$ cat config.mk
export PLATFORM = sky130hd
export DESIGN_NAME = sram_fifo_1rw
export DESIGN_NICKNAME = d
export VERILOG_FILES = /design/src/rtl/sram_fifo_1rw.sv
export SDC_FILE = /design/constraint.sdc
export NUM_CORES = 1
export LEC_CHECK = 0
export BUFFER_PORTS_ARGS = -buffer_cell sky130_fd_sc_hd__buf_2
export CAP_MARGIN = 25
export CORE_UTILIZATION = 45
export CTS_CLUSTER_SIZE = 25
export DETAILED_ROUTE_END_ITERATION = 10
export GPL_ROUTABILITY_DRIVEN = 0
export PLACE_DENSITY_LB_ADDON = 0.15
export SYNTH_ARGS = -nofsm -noshare
export SYNTH_HDL_FRONTEND = slang
export SYNTH_SLANG_ARGS = --single-unit
$ cat constraint.sdc
create_clock -name clk -period 9.7 [get_ports clk]
set_input_delay 0.97 -clock clk [delete_from_list [all_inputs] [get_ports clk]]
set_output_delay 0.97 -clock clk [all_outputs]
set_load 0.02 [all_outputs]
$ cat src/rtl/sram_fifo_1rw.sv
// FIFO built on an external single-port SRAM with a 3-entry output buffer.
// Ports: push_vld/rdy/data in, pop_vld/rdy/data out, count, sram_* 1RW port.
module sram_fifo_1rw #(
  parameter int W = 32,
  parameter int N = 64
) (
  input  logic                   clk,
  input  logic                   arst_n,
  input  logic                   push_vld,
  input  logic [W-1:0]           push_data,
  output logic                   push_rdy,
  output logic                   pop_vld,
  output logic [W-1:0]           pop_data,
  input  logic                   pop_rdy,
  output logic [$clog2(N)+1:0]   count,
  output logic [$clog2(N)-1:0]   sram_addr,
  output logic [W-1:0]           sram_din,
  output logic                   sram_cs_n,
  output logic                   sram_we_n,
  input  logic [W-1:0]           sram_dout
);

  localparam int AW = $clog2(N);
  localparam logic [AW:0] FULL = (AW+1)'(N);

  logic [AW-1:0] wr_ptr_q, wr_ptr_d;
  logic [AW-1:0] rd_ptr_q, rd_ptr_d;
  logic [AW:0]   sram_cnt_q, sram_cnt_d;
  logic          infl_q, infl_d;
  logic [1:0]    hd_q, hd_d;
  logic [1:0]    bcnt_q, bcnt_d;
  logic [W-1:0]  buf_q [3];

  logic          rd_req;
  logic          wr_en;
  logic          pop_en;
  logic [2:0]    tl_sum;
  logic [1:0]    tl;

  // Reserve a buffer slot for every read so a returning word always fits.
  assign rd_req = (sram_cnt_q != '0) &&
                  (({1'b0, bcnt_q} + {2'b0, infl_q}) < 3'd3);
  assign push_rdy = (sram_cnt_q != FULL) && !rd_req;
  assign wr_en    = push_vld && push_rdy;
  assign pop_vld  = (bcnt_q != 2'd0);
  assign pop_data = buf_q[hd_q];
  assign pop_en   = pop_vld && pop_rdy;

  // Output buffer is a 3-slot ring: tail = (head + fill) mod 3.
  assign tl_sum = {1'b0, hd_q} + {1'b0, bcnt_q};
  assign tl     = (tl_sum >= 3'd3) ? 2'(tl_sum - 3'd3) : tl_sum[1:0];

  assign count = (AW+2)'(sram_cnt_q) + (AW+2)'(infl_q) + (AW+2)'(bcnt_q);

  always_comb begin
    sram_cs_n  = 1'b1;
    sram_we_n  = 1'b1;
    sram_addr  = wr_ptr_q;
    sram_din   = push_data;
    wr_ptr_d   = wr_ptr_q;
    rd_ptr_d   = rd_ptr_q;
    sram_cnt_d = sram_cnt_q;
    infl_d     = rd_req;
    hd_d       = hd_q;
    bcnt_d     = bcnt_q;
    if (rd_req) begin
      sram_cs_n  = 1'b0;
      sram_addr  = rd_ptr_q;
      rd_ptr_d   = rd_ptr_q + 1'b1;
      sram_cnt_d = sram_cnt_q - 1'b1;
    end else if (wr_en) begin
      sram_cs_n  = 1'b0;
      sram_we_n  = 1'b0;
      wr_ptr_d   = wr_ptr_q + 1'b1;
      sram_cnt_d = sram_cnt_q + 1'b1;
    end
    if (pop_en) begin
      hd_d = (hd_q == 2'd2) ? 2'd0 : hd_q + 2'd1;
    end
    unique case ({infl_q, pop_en})
      2'b10:   bcnt_d = bcnt_q + 2'd1;
      2'b01:   bcnt_d = bcnt_q - 2'd1;
      default: bcnt_d = bcnt_q;
    endcase
  end

  always_ff @(posedge clk or negedge arst_n) begin
    if (!arst_n) begin
      wr_ptr_q   <= '0;
      rd_ptr_q   <= '0;
      sram_cnt_q <= '0;
      infl_q     <= 1'b0;
      hd_q       <= 2'd0;
      bcnt_q     <= 2'd0;
    end else begin
      wr_ptr_q   <= wr_ptr_d;
      rd_ptr_q   <= rd_ptr_d;
      sram_cnt_q <= sram_cnt_d;
      infl_q     <= infl_d;
      hd_q       <= hd_d;
      bcnt_q     <= bcnt_d;
    end
  end

  // Data slots need no reset; the fill count gates their visibility.
  always_ff @(posedge clk) begin
    if (infl_q) begin
      buf_q[tl] <= sram_dout;
    end
  end

endmodule

==> flow_summary.json <==
{
  "yosys.area.top_type": "edfxtp_1",
  "ys_top_cells_by_count": "edfxtp_1, nand2_1, o21ai_0, buf_4, mux2i_1",
  "syn_avg_cell_area_um2": 13.6,
  "grt_pass1_vias": 3080,
  "ys_warn_count": 0,
  "ctsResizeCount": 0,
  "yosysTopAreaCellShare_pct": 53.0,
  "firstDrtPassIters": 9,
  "core-area_um2": 11600,
  "wl_per_cell_um": 15.6,
  "cts_tree": "yes",
  "drv_slew": 0,
  "fill_cells": 987,
  "multiInputGateArea_um2": 1570,
  "end_kind": "output port",
  "grt_max_degree": 67,
  "yosysMostFrequentCell": "edfxtp_1",
  "critical_path.top_delay_family": "compound AO/OA/AOI/OAI gates",
  "synthArstFlopShare_pct": 20.0,
  "crit_path_top_delay_cell": "o21a_1",
  "synth_seq_area_share_pct": 64.0,
  "path_common_cell": "ha_1",
  "post_dp_cell_area_um2": 5710,
  "first_iter_violations": 224,
  "critPathBufInv": 1,
  "drive_above_1_share_pct": 30.0,
  "hold_viol_final": 0,
  "num_antenna_cells": 0,
  "cts-root-buf": "clkbuf_16",
  "grt.overflow.total": 0,
  "crit_chain": "ha_1 -> ha_1 -> a21oi_1 -> o21a_1 -> mux2_2 -> buf_2",
  "cts.path.max_buffers": 2,
  "ctsHtreeMaxLevel": 4,
  "ys.flop_type": "edfxtp_1",
  "drc": 18,
  "critPathArrivalTime_ns": 3.28,
  "antenna_left": 0,
  "postCtsHoldBufs": 0,
  "drv_cap": 0,
  "period_share_pct": 43.9,
  "syn_area_um2": 5440,
  "antenna_found_initial": 0,
  "synth_area_leaders": "edfxtp_1, dfrtp_1, mux2i_1",
  "violations": "design-rule violations",
  "worst_pin_slew_ns": 0.943,
  "start_util_pct": 46.9,
  "synth_fp_nets": 481,
  "grt_pass1_wl_um": 15300,
  "rows": 39,
  "crit_fanout": 18,
  "setup_viol": 0,
  "area_growth_pct": 16.9,
  "cts_setup_buffers": 0,
  "chipHeight_um": 112,
  "register_area_um2": 3490,
  "fp.dieW_um": 112,
  "synthCells": 401,
  "critPathRequiredTime_ns": 8.73,
  "tns_ns": 0,
  "die-area_um2": 12500,
  "outcome": "finished with violations",
  "skew_ns": 0.00805,
  "dp_hpwl_um": 6030,
  "relSlewSlack_pct": 37.0,
  "critPathMaxStageDelay_ns": 0.75,
  "viasPerCell": 5.06,
  "portBuffers": 85,
  "fin_crit_ns": 4.25,
  "cts_buffers": 17,
  "synth_edf_count": 96,
  "fmax_mhz": 235,
  "path_clk_slew_ns": 0.05,
  "wirelength_um": 9490,
  "cp-start-kind": "flop",
  "ios": 150,
  "synthDistinctLibCells": 39,
  "grt_setup_unrepaired": "false",
  "grt_util_all_layers_pct": 16.3,
  "vias": 3088,
  "hold_path.class": "reg -> reg",
  "whs_ns": 0.470,
  "fin_nets": 534,
  "path_class": "reg -> out",
  "insertion_delay_ns": 0.41,
  "ys_ff_latch": 120,
  "final_area_um2": 6360,
  "clock-sinks": 120
}
-- kinds of logic after synthesis --
kind of cell             count (synthesis)  synth area share [%]
flip-flops                             120                  64.0
AND/OR/NAND/NOR                         83                  7.24
buffers and inverters                   66                  7.58
AO/OA/AOI/OAI                           54                  6.00
multiplexers                            42                  8.16
XOR/XNOR                                24                  3.86
adder cells (fa/ha/maj)                 12                  3.17
-- worst paths after layout --
path                                         start                   endpoint  slack [ns]  cells past startpoint
min in group asynchronous                   arst_n    wr_ptr_q[0]$_DFFE_PN0P_        0.54                      1
max                          bcnt_q[0]$_DFFE_PN0P_               sram_addr[1]        5.45                      6
max reg2reg                  bcnt_q[0]$_DFFE_PN0P_  sram_cnt_q[6]$_DFFE_PN0N_        6.06                     11
max in group asynchronous                   arst_n        hd_q[0]$_DFFE_PN0P_        8.76                      1
min                        wr_ptr_q[5]$_DFFE_PN0P_    wr_ptr_q[5]$_DFFE_PN0P_        0.47                      1
min reg2reg                wr_ptr_q[5]$_DFFE_PN0P_    wr_ptr_q[5]$_DFFE_PN0P_        0.47                      1
-- per-stage QoR --
| stage | utilization (%) | setup WS [ns] | std cells |
|---|---|---|---|
| 2_1_floorplan | - | 5.30 | 401 |
| 3_5_place_dp | 49.2 | 5.78 | 576 |
| 5_1_grt | 54.8 | 5.24 | 610 |
| 4_1_cts | 54.4 | 5.39 | 608 |
| 6_report | 54.8 | 5.45 | 610 |
| 3_3_place_gp | 49.2 | 5.82 | 576 |
-- flip-flops by register name, summed over array words and instances (netlist names) --
signal,count
wr_ptr_q,6
infl_q,1
rd_ptr_q,6
buf_q,96
sram_cnt_q,7
bcnt_q,2
hd_q,2
-- cell type report --
cell class / instances / area share [%]
clock buffers: 20 / 6.86
clock inverters: 12 / 2.75
inverters: 12 / 0.708
multi-input cells: 215 / 24.6
flip-flops and latches: 120 / 54.8
well taps: 143 / 2.81
repair buffers: 88 / 7.43
-- cells in the final DEF (no fill, tap or decap), types with 2 or more instances in the layout --
cell / instances
fa_1: 3
bufinv_16: 4
inv_1: 12
nand2_1: 44
ha_1: 9
edfxtp_1: 96
dfrtp_2: 2
nand3_1: 8
buf_2: 85
nand4_1: 4
clkinv_2: 3
xor2_1: 5
xnor2_1: 19
nor3_1: 5
mux2_4: 3
nor3_4: 2
mux2i_1: 32
and3_1: 4
clkbuf_1: 3
a21o_1: 2
mux2_2: 7
clkbuf_16: 17
o21ai_0: 37
and4_1: 2
nor2_1: 7
dfrtp_1: 22
a21oi_1: 5
nor2_4: 2
clkinvlp_4: 3
buf_12: 2
-- routing by layer --
layer	vias up	GRT usage, %	share of wire, %
li1	1512	-	-
met1	1456	19.3	45
met2	93	26.0	47
met3	27	4.41	5.5
met4	0	10.8	2.9
met5	-	0	0
Power is left out: the tool's default activity adds up to more than one toggle a clock period on the data nets, which glitch-free logic cannot reach.
